<file path="config.mk">
export PLATFORM = sky130hd
export DESIGN_NAME = ip1_shift_chain_engine
export DESIGN_NICKNAME = d
export VERILOG_FILES = /design/src/rtl/ip1_shift_pkg.sv /design/src/rtl/ip1_shift_chain_engine_tick.sv /design/src/rtl/ip1_shift_chain_engine.sv
export SDC_FILE = /design/constraint.sdc
export NUM_CORES = 1
export LEC_CHECK = 0
export BUFFER_PORTS_ARGS = -buffer_cell sky130_fd_sc_hd__buf_2
export CORE_UTILIZATION = 48
export CTS_CLUSTER_DIAMETER = 80
export DETAILED_ROUTE_END_ITERATION = 8
export GPL_ROUTABILITY_DRIVEN = 0
export PLACE_DENSITY = 0.74
export SYNTH_ARGS = -nofsm -noshare
export SYNTH_HDL_FRONTEND = slang
export SYNTH_HIERARCHICAL = 1
export SYNTH_SLANG_ARGS = --single-unit
</file>
<file path="constraint.sdc">
create_clock -name clk -period 3.2 [get_ports clk]
set_input_delay 0.16 -clock clk [delete_from_list [all_inputs] [get_ports clk]]
set_output_delay 0.16 -clock clk [all_outputs]
set_load 0.1 [all_outputs]
</file>
<file path="src/rtl/ip1_shift_pkg.sv">
// Shared types and default widths for the ip1 shift-chain test sequencer.
package ip1_shift_pkg;

  localparam int CNT_W_DEF   = 14;
  localparam int DELAY_W_DEF = 7;
  localparam int PASS_W_DEF  = 4;
  localparam int ERR_W_DEF   = 16;

  // Sequencer state encoding (visible on the state port).
  typedef logic [2:0] state_t;
  localparam state_t ST_IDLE   = 3'd0;
  localparam state_t ST_DELAY  = 3'd1;
  localparam state_t ST_RSTN   = 3'd2;
  localparam state_t ST_SHIFT  = 3'd3;
  localparam state_t ST_RELOAD = 3'd4;
  localparam state_t ST_DONE   = 3'd5;
  localparam state_t ST_ABORT  = 3'd6;

  typedef enum logic {CONFIG_CHAIN = 1'b0, SCAN_CHAIN = 1'b1} chain_target_t;
  typedef enum logic {SHIFT_REG = 1'b0, PARALLEL_OUT = 1'b1} load_mode_t;

endpackage

</file>
<file path="src/rtl/ip1_shift_chain_engine_tick.sv">
// Slot decoder: tick marks the configured phase of the fast-clock slot
// counter, pre marks the phase two cycles earlier (wrapping modulo 2^DELAY_W).
module ip1_slot_tick #(
  parameter int DELAY_W = 7
) (
  input  logic [DELAY_W-1:0] cnt_i,
  input  logic [DELAY_W-1:0] delay_i,
  output logic               tick_o,
  output logic               pre_o
);

  logic [DELAY_W-1:0] pre_slot;

  // Natural width truncation gives the wrap-around subtraction.
  assign pre_slot = delay_i - DELAY_W'(2);
  assign tick_o   = (cnt_i == delay_i);
  assign pre_o    = (cnt_i == pre_slot);

endmodule

</file>
<file path="src/rtl/ip1_shift_chain_engine.sv">
// Shift-chain test sequencer: loads a pattern, pulses DUT reset, shifts the
// pattern through the selected chain for N passes and counts mismatches.
module ip1_shift_chain_engine
  import ip1_shift_pkg::*;
#(
  parameter int CNT_W   = CNT_W_DEF,
  parameter int DELAY_W = DELAY_W_DEF,
  parameter int PASS_W  = PASS_W_DEF,
  parameter int ERR_W   = ERR_W_DEF
) (
  input  logic               clk,
  input  logic               reset,
  input  logic               enable,
  input  logic               start_re,
  input  logic               abort,
  input  logic [DELAY_W-1:0] clk_counter_fc,
  input  logic [DELAY_W-1:0] test_delay,
  input  logic               test_mask_reset_not,
  input  logic               cfg_target,
  input  logic [CNT_W-1:0]   cfg_shift_len,
  input  logic [CNT_W-1:0]   cfg_cmp_start,
  input  logic [PASS_W-1:0]  cfg_passes,
  input  logic               fast_config_clk,
  input  logic               pat_bit0,
  input  logic               exp_bit,
  input  logic               dut_chain_out,
  output logic               pat_load,
  output logic               pat_shift,
  output logic               o_config_clk,
  output logic               o_reset_not,
  output logic               o_config_in,
  output logic               o_config_load,
  output logic               o_scan_in,
  output logic               o_scan_load,
  output logic               status_done,
  output logic               status_err,
  output logic               status_aborted,
  output logic [ERR_W-1:0]   err_cnt,
  output logic [2:0]         state
);

  state_t            state_q;
  logic              pat_load_q, pat_shift_q, rstn_q, data_q, load_q;
  logic              done_q, aborted_q;
  logic [ERR_W-1:0]  err_q, err_d;
  chain_target_t     tgt_q;
  logic [CNT_W-1:0]  len_q, cmp_q, shift_cnt_q;
  logic [PASS_W-1:0] passes_q, pass_cnt_q;
  logic              tick, pre, last_shift, more_passes, mismatch;

  ip1_slot_tick #(.DELAY_W(DELAY_W)) u_tick (
    .cnt_i   (clk_counter_fc),
    .delay_i (test_delay),
    .tick_o  (tick),
    .pre_o   (pre)
  );

  assign err_d       = (&err_q) ? err_q : err_q + ERR_W'(1);
  assign last_shift  = (shift_cnt_q == len_q - CNT_W'(1));
  assign more_passes = (pass_cnt_q < passes_q - PASS_W'(1));
  assign mismatch    = (shift_cnt_q >= cmp_q) && (dut_chain_out != exp_bit);

  // Sequencer: reset, then enable gating, then abort priority, then per-state work.
  always_ff @(posedge clk) begin
    if (reset) begin
      state_q     <= ST_IDLE;
      pat_load_q  <= 1'b0;
      pat_shift_q <= 1'b0;
      rstn_q      <= 1'b1;
      data_q      <= 1'b0;
      load_q      <= PARALLEL_OUT;
      done_q      <= 1'b0;
      aborted_q   <= 1'b0;
      err_q       <= '0;
      tgt_q       <= CONFIG_CHAIN;
      len_q       <= '0;
      cmp_q       <= '0;
      passes_q    <= '0;
      shift_cnt_q <= '0;
      pass_cnt_q  <= '0;
    end else if (!enable) begin
      // Deselected: drop back to IDLE but freeze everything else.
      state_q <= ST_IDLE;
    end else if (abort && (state_q inside {ST_DELAY, ST_RSTN, ST_SHIFT, ST_RELOAD, ST_DONE})) begin
      state_q     <= ST_ABORT;
      pat_load_q  <= 1'b0;
      pat_shift_q <= 1'b0;
      rstn_q      <= 1'b1;
      data_q      <= 1'b0;
      load_q      <= PARALLEL_OUT;
      aborted_q   <= 1'b1;
      done_q      <= 1'b1;
    end else begin
      case (state_q)
        ST_IDLE: begin
          pat_load_q  <= 1'b0;
          pat_shift_q <= 1'b0;
          rstn_q      <= 1'b1;
          data_q      <= 1'b0;
          load_q      <= PARALLEL_OUT;
          if (start_re) begin
            tgt_q       <= chain_target_t'(cfg_target);
            len_q       <= (cfg_shift_len == '0) ? CNT_W'(1) : cfg_shift_len;
            cmp_q       <= cfg_cmp_start;
            passes_q    <= (cfg_passes == '0) ? PASS_W'(1) : cfg_passes;
            shift_cnt_q <= '0;
            pass_cnt_q  <= '0;
            done_q      <= 1'b0;
            aborted_q   <= 1'b0;
            err_q       <= '0;
            pat_load_q  <= 1'b1;
            state_q     <= ST_DELAY;
          end
        end
        ST_DELAY: begin
          pat_load_q <= 1'b1;
          if (tick) begin
            pat_load_q <= 1'b0;
            rstn_q     <= test_mask_reset_not;
            load_q     <= SHIFT_REG;
            state_q    <= ST_RSTN;
          end
        end
        ST_RSTN: begin
          if (tick) begin
            rstn_q  <= 1'b1;
            data_q  <= pat_bit0;
            state_q <= ST_SHIFT;
          end
        end
        ST_SHIFT: begin
          data_q      <= pat_bit0;
          pat_shift_q <= pre;
          if (tick) begin
            if (mismatch) err_q <= err_d;
            if (!last_shift) begin
              shift_cnt_q <= shift_cnt_q + CNT_W'(1);
            end else if (more_passes) begin
              pat_load_q  <= 1'b1;
              pass_cnt_q  <= pass_cnt_q + PASS_W'(1);
              shift_cnt_q <= '0;
              state_q     <= ST_RELOAD;
            end else begin
              load_q  <= PARALLEL_OUT;
              data_q  <= 1'b0;
              done_q  <= 1'b1;
              state_q <= ST_DONE;
            end
          end
        end
        ST_RELOAD: begin
          // One-cycle reload pulse; chain stays in shift mode, no new DUT reset.
          pat_load_q  <= 1'b0;
          pat_shift_q <= 1'b0;
          data_q      <= pat_bit0;
          if (tick) state_q <= ST_SHIFT;
        end
        ST_DONE: begin
          load_q  <= PARALLEL_OUT;
          data_q  <= 1'b0;
          state_q <= ST_IDLE;
        end
        default: state_q <= ST_IDLE;
      endcase
    end
  end

  // Only the selected chain is driven; the other sits in parallel mode with data low.
  assign o_config_in    = (tgt_q == CONFIG_CHAIN) ? data_q : 1'b0;
  assign o_config_load  = (tgt_q == CONFIG_CHAIN) ? load_q : 1'b1;
  assign o_scan_in      = (tgt_q == SCAN_CHAIN)   ? data_q : 1'b0;
  assign o_scan_load    = (tgt_q == SCAN_CHAIN)   ? load_q : 1'b1;

  assign o_config_clk   = fast_config_clk;
  assign o_reset_not    = rstn_q;
  assign pat_load       = pat_load_q;
  assign pat_shift      = pat_shift_q;
  assign status_done    = done_q;
  assign status_aborted = aborted_q;
  assign status_err     = (err_q != '0);
  assign err_cnt        = err_q;
  assign state          = state_q;

endmodule

</file>
==> results_dict.tcl, run 1 <==
set metrics [dict create \
    hp-class "input pin to register" \
    synth_flop_cell "dfxtp_1" \
    crit_path_end_kind "register" \
    track_usage_pct 24.36 \
    clk_latency_ps 350 \
    placed_cells 842 \
    antenna_found_initial 0 \
    comb_power_share_pct 18.7 \
    syn_nets 732 \
    synth_cells 651 \
    placed_area_mm2 0.005408 \
    antenna_violating_nets_post_route 0 \
    hold_viol 0 \
    first_pass_iters 5 \
    synthArstFlopShare_pct 0 \
    synth_cell_types 63 \
    yosysSeqAreaShare_pct 31.43 \
    fin_crit_sh_pct 90.47 \
    critPathKind "register to register" \
    final_area_mm2 0.005600 \
    syn2layout_area_growth_pct 14.18 \
    drv_cap 0 \
    start_util_pct 49.95 \
    min_period_ps 2895 \
    yosysWarningCount 6 \
    ir_drop_uv 223.8 \
    die_width_um 103.1 \
    num_antenna_cells 0 \
    ioPinCount 87 \
    cp-startpoint "len_q[0]" \
    viasPerCell 5.815 \
    hold_start "cfg_cmp_start[1]" \
    drt-initial-drc-count 218 \
    drv_slew 0 \
    grt_pass1_wl_um 20450 \
    cts_root_buffer "clkbuf_8" \
    grt_start_max_net_pins 44 \
    synth_compound_area_share_pct 18.98 \
    syn-cell-area_mm2 0.004905 \
    synth_mux_area_share_pct 0.4082 \
    status "finished clean" \
    slowest_stage "and4_2" \
    cts_setup_buffers 0 \
    grt_overflow_total 0 \
    power_frac_clock_pct 33.4 \
    clkTransAtPathRegs_ps 90 \
    core_area_mm2 0.009819 \
    seqPwrFrac_pct 47.9 \
    dpl.hpwl_um 9363 \
    num_rows 36 \
    wire_per_inst_um 14.85 \
    synth-edff-count 0 \
    crit_top_cell "nand2_1" \
    drive_gt1_share_pct 17.79 \
    htree_levels 3 \
    grt_pass1_vias 4447 \
    crit_required_ps 3450 \
    post-route-util_pct 57.03 \
    fin_worst_skew_ps 10.61 \
    max_slew_margin_pct 25.56 \
    crit_chain "inv_1, ha_1, nand2_1, nor3b_1, a2111oi_0, nor4_1, and4_2, and2_0, nand2_1, a32o_1" \
    synth_top_family_by_area "simple AND/OR/NAND/NOR gates" \
    crit_fanout 11 \
    synth_xor_area_share_pct 8.393 \
    clock_path_buffers 2 \
    setup_violations 0 \
    yosys.area_share.simple_pct 28.67 \
    ys_ff_latch 77 \
    instances_no_fill 858 \
    synth.avg_cell_area_um2 7.534 \
    power-per-cell-area_mw_per_mm2 378.3 \
    cp-start-kind "register" \
    cts_tree "built" \
    internal-power_mw 1.461 \
    synth-adder-area-share_pct 6.122 \
    switching_power_mw 0.6572 \
    nNetsFinal 801 \
    cts_sinks 77 \
    fmax_mhz 345.4 \
    tightestPinTransition_ps 1117 \
    dieHeight_um 103.1 \
    r2r-start "len_q[0]" \
    p_leak_nw 2.287 \
    remaining_drc_errors 0 \
    die_area_mm2 0.01063 \
    r2r_slack_ps 310 \
    slowest_delay_ps 440 \
    rsz0062_at_grt "false" \
    numCtsBuffers 9 \
    swShare_pct 31.02 \
    final.setup.tns_ps 0 \
    routed_wl_um 12740 \
    numPortBuffers 84 \
    arrival_ps 3140 \
    hold_buffers 0 \
    vias 4989 \
]
-- final timing paths --
path	end	depth (start not counted)
worst max register to register	data_q	10
worst min-delay path	cmp_q[1]	3
worst max-delay path	data_q	10
worst min register to register	cmp_q[3]	2
-- timing repair --
action	CTS	global route
endpoints found under the setup margin	0	10
gates resized for setup	0	2
hold endpoints to repair	0	0
-- sequential cells by signal (all words and copies together) (netlist names) --
register / cells
err_cnt: 16
cmp_q: 14
len_q: 14
shift_cnt_q: 14
pass_cnt_q: 4
passes_q: 4
state: 3
data_q: 1
load_q: 1
o_reset_not: 1
pat_load: 1
pat_shift: 1
status_aborted: 1
status_done: 1
tgt_q: 1
-- placed cells by master (no fill, tap or decap), types with 7 or more instances in the layout --
cell type,n
nand2_1,87
clkbuf_8,11
and3_1,15
ha_1,24
xnor2_1,26
buf_4,8
buf_2,84
nor3_1,19
a211oi_1,9
dfxtp_1,77
a21o_1,7
o21ai_0,17
xor2_1,21
nand4_1,25
a21oi_1,68
inv_1,40
or3_1,9
a31o_2,7
nand3_1,21
nor4_1,8
nor2_1,56
-- routing by layer --
layer | vias up | GRT usage, % | wire, um
met4 | 0 | 8.992 | 348
met2 | 138 | 42.67 | 6236
met3 | 34 | 3.864 | 586
li1 | 2440 | - | -
met1 | 2377 | 30.07 | 5567
met5 | - | 0 | 0
-- power groups by stage --
stage          Sequential, mW  Clock [mW]  Combinational (mW)
6_report                 1.01       0.707               0.397
5_1_grt                  1.02       0.752               0.437
4_1_cts                  1.01       0.712               0.392
3_5_place_dp             1.04           0               0.389
3_3_place_gp             1.04           0               0.375
2_1_floorplan            1.05           0               0.265
-- cell usage after synthesis (all sizes together), types with 6 or more instances --
| cell | number | area, um2 |
|---|---|---|
| or3 | 9 | 56.30 |
| or4 | 6 | 45.04 |
| and2 | 6 | 37.54 |
| and3 | 15 | 93.84 |
| a211oi | 10 | 80.07 |
| xnor2 | 26 | 227.7 |
| o21ai | 18 | 93.84 |
| a31o | 7 | 61.31 |
| ha | 24 | 300.3 |
| nand2 | 87 | 326.6 |
| a21o | 7 | 52.55 |
| nand4 | 26 | 168.9 |
| dfxtp | 77 | 1541 |
| nor2 | 56 | 210.2 |
| nand3 | 21 | 105.1 |
| nand2b | 6 | 37.54 |
| a21oi | 70 | 357.8 |
| nor4 | 9 | 71.32 |
| clkbuf | 29 | 110.1 |
| nor3 | 20 | 105.1 |
| xor2 | 21 | 183.9 |
| inv | 40 | 150.1 |
-- cell type report --
type | instances | area (um2)
Fill cell | 968 | 4219
Multi-Input combinational cell | 500 | 3077
Sequential cell | 77 | 1541
Timing Repair Buffer | 92 | 480.5
Tap cell | 133 | 166.4
Clock buffer | 11 | 151.4
Inverter | 40 | 150.1
Clock inverter | 5 | 33.78
-- per-stage QoR --
step / total power, mW / setup WS (ps) / hold slack, ps
4_1_cts: 2.118 / 123.8 / 27.37
6_report: 2.118 / 305.1 / 34.00
3_5_place_dp: 1.425 / 158.5 / 321.2
5_1_grt: 2.209 / 36.94 / 31.84
3_3_place_gp: 1.410 / 252.3 / 321.2
2_1_floorplan: 1.318 / 355.8 / 296.0
-- cells by family (layout without fill, tap and decap cells) --
family	after synthesis	count (layout)
DFF	77	77
AOI/OAI and AO/OA	147	147
and+or+nand+nor	280	280
adders and majority gates	24	24
xor gates and xnor gates	47	47
muxes	2	2
buffers and inverters	74	148
-- worst max-delay path: cells and delay by family (launching register included) --
family | cells | cell delay [ps]
flip-flops | 1 | 390
AO/OA/AOI/OAI | 2 | 350
AND/OR/NAND/NOR | 6 | 1540
adder cells (fa/ha/maj) | 1 | 390
buffers and inverters | 1 | 110
No activity file was read; power rests on OpenSTA's default activity.
==> inputs of run 2 (changes only) <==
Settings changed: ABC_AREA set to 1.
==> run 2 against run 1 <==
Net effect: via count up 4.3%; global-route usage down 1.8 points; synthesized cell count up 24%; hold slack worse by 12 ps; setup slack better by 360 ps; design area up 5.7%; sequential share of layout area down 1.5 points.
==> results_dict.tcl, run 2 <==
set metrics [dict create \
    status "finished clean" \
    hold_buffers 0 \
    track_usage_pct 22.51 \
    swShare_pct 49.82 \
    rsz0062_at_grt "false" \
    grt_pass1_wl_um 20600 \
    routed_wl_um 12320 \
    r2r_cells 11 \
    viasPerCell 5.058 \
    fmax_mhz 394.4 \
    synth_top_family_by_area "simple AND/OR/NAND/NOR gates" \
    yosys.area_share.simple_pct 36.03 \
    syn_nets 888 \
    drv_slew 0 \
    crit_cells 11 \
    clock_path_buffers 2 \
    cts_sinks 77 \
    final_common_cell "nand2_1" \
    fin_crit_sh_pct 79.24 \
    r2r-start "state[2]" \
    postCtsResizedCells 0 \
    synth_cell_types 45 \
    final.setup.tns_ps 0 \
    antenna_found_initial 0 \
    start_util_pct 49.80 \
    grt_start_max_net_pins 29 \
    num_rows 37 \
    crit_chain "inv_2, nand2_2, nand3_1, buf_4, nand4_4, nor2_4, inv_2, nand2_1, inv_2, nand2_1, a21oi_1" \
    dieHeight_um 106.0 \
    first_pass_iters 5 \
    synth_flop_cell "dfxtp_1" \
    nNetsFinal 969 \
    setup_violations 0 \
    cp-start-kind "register" \
    synthArstFlopShare_pct 0 \
    power-per-cell-area_mw_per_mm2 841.0 \
    layout_common_cells "nand2_1, inv_1, nor2_1" \
    synth_cells 807 \
    cp-startpoint "state[2]" \
    synth_xor_area_share_pct 4.727 \
    cts_setup_buffers 0 \
    min_period_ps 2536 \
    crit_fanout 26 \
    vias 5205 \
    comb_power_share_pct 55.7 \
    tightestPinTransition_ps 614.9 \
    syn-cell-area_mm2 0.005187 \
    ir_drop_uv 736.6 \
    yosysSeqAreaShare_pct 29.72 \
    antenna_violating_nets_post_route 0 \
    dpl.hpwl_um 9450 \
    drv_cap 0 \
    grt_overflow_total 0 \
    drt-initial-drc-count 196 \
    die_width_um 106.0 \
    slowest_stage "dfxtp_1" \
    clkTransAtPathRegs_ps 80 \
    seqPwrFrac_pct 28.1 \
    pre_cts_slack_ps 526.2 \
    syn2layout_area_growth_pct 14.11 \
    numPortBuffers 84 \
    numCtsBuffers 9 \
    remaining_drc_errors 0 \
    rr_endpoint "err_cnt[15]" \
    synth-adder-area-share_pct 5.789 \
    yosysWarningCount 6 \
    cts_tree "built" \
    synthTopCellsByArea "dfxtp_1, nand2_1, inv_1" \
    largest_reg_flops 16 \
    synth-edff-count 0 \
    hold_viol 0 \
    num_antenna_cells 0 \
    synth_top_area_share_pct 29.72 \
    power_frac_clock_pct 16.2 \
    max_slew_margin_pct 58.90 \
    ioPinCount 87 \
    arrival_ps 2830 \
    internal-power_mw 2.498 \
    cts_root_buffer "clkbuf_8" \
    core_area_mm2 0.01042 \
    wire_per_inst_um 11.97 \
    ys_top_cells_by_count "nand2_1, inv_1, nor2_1" \
    fin_worst_skew_ps 12.28 \
    crit_top_cell "inv_2" \
    synth.most_common_cell "nand2_1" \
    crit_path_end_kind "register" \
    slowest_delay_ps 540 \
    hp-class "input pin to register" \
    synth_compound_area_share_pct 13.10 \
    synth_mux_area_share_pct 0 \
    path_buf_inv 4 \
    ys_ff_latch 77 \
    critPathKind "register to register" \
    yosysTopAreaCell "dfxtp_1" \
    p_leak_nw 2.784 \
    drive_gt1_share_pct 16.46 \
    clk_latency_ps 360 \
    htree_levels 3 \
    worstSetupEndpoint "err_cnt[15]" \
    setup_ws_ps 664.4 \
    crit_required_ps 3490 \
    critPathTopFamily "simple AND/OR/NAND/NOR gates" \
    r2r_slack_ps 660 \
    grt_pass1_vias 4655 \
    synth.avg_cell_area_um2 6.428 \
    die_area_mm2 0.01123 \
    switching_power_mw 2.480 \
]
-- run 2: stage by stage --
| stage | power [mW] | utilization [%] | cell area (um2) | hold slack [ps] | std cells |
|---|---|---|---|---|---|
| floorplan | 3.685 | - | 5187 | 258.6 | 807 |
| global placement | 4.157 | 54.83 | 5712 | 321.2 | 1013 |
| detailed placement | 4.186 | 54.83 | 5712 | 321.2 | 1013 |
| CTS | 5.006 | 56.83 | 5919 | 8.007 | 1029 |
| global route | 5.446 | 56.83 | 5919 | 14.71 | 1029 |
| finish | 4.978 | 56.83 | 5919 | 21.98 | 1029 |
-- run 2: worst min path at each step --
stage / cells past startpoint / startpoint / slack [ps] / to
final: 3 / cfg_cmp_start[0] / 20 / cmp_q[0]
after global routing: 3 / cfg_cmp_start[0] / 10 / cmp_q[0]
after CTS: 3 / cfg_cmp_start[0] / 8 / cmp_q[0]
after detailed placement: 0 / fast_config_clk / 320 / o_config_clk
after global placement: 0 / fast_config_clk / 320 / o_config_clk
after floorplan: 1 / reset / 260 / o_reset_not
-- run 2: final cells by class --
type                            instances  area, um2
Clock buffer                           12      135.1
Clock inverter                          4      72.57
Fill cell                            1049       4497
Inverter                              118      447.9
Multi-Input combinational cell        593       3094
Sequential cell                        77       1541
Tap cell                              136      170.2
Timing Repair Buffer                   89      457.9
-- run 2: power groups by stage --
stage / Combinational [mW] / Clock, mW / Sequential [mW]
after floorplan: 2.10 / 0 / 1.59
after global placement: 2.74 / 0 / 1.42
after detailed placement: 2.77 / 0 / 1.42
after CTS: 2.78 / 0.824 / 1.40
after global routing: 3.16 / 0.856 / 1.43
final: 2.77 / 0.807 / 1.40
-- run 2: worst register-to-register path, cell delays in order (launching register included) --
cell and delay [ps]:
dfxtp_1 540, inv_2 70, nand2_2 140, nand3_1 80
buf_4 190, nand4_4 130, nor2_4 40, inv_2 290
nand2_1 480, inv_2 290, nand2_1 80, a21oi_1 140
-- run 2: routing by layer --
metal  part of all wire [%]  wire (um)  up-vias  GRT usage, %
met5                      0          0        -             0
met4                    1.7        204        0         7.738
met3                    3.1        376       21         3.495
met2                     48       5959      101         39.26
met1                     47       5778     2324         28.13
li1                       -          -     2759             -
-- run 2: cell families after synthesis --
group           count (synthesis)
flops                          77
fa+ha+maj                      24
buf+inv                       137
xor+xnor                       28
compound gates                128
simple gates                  413
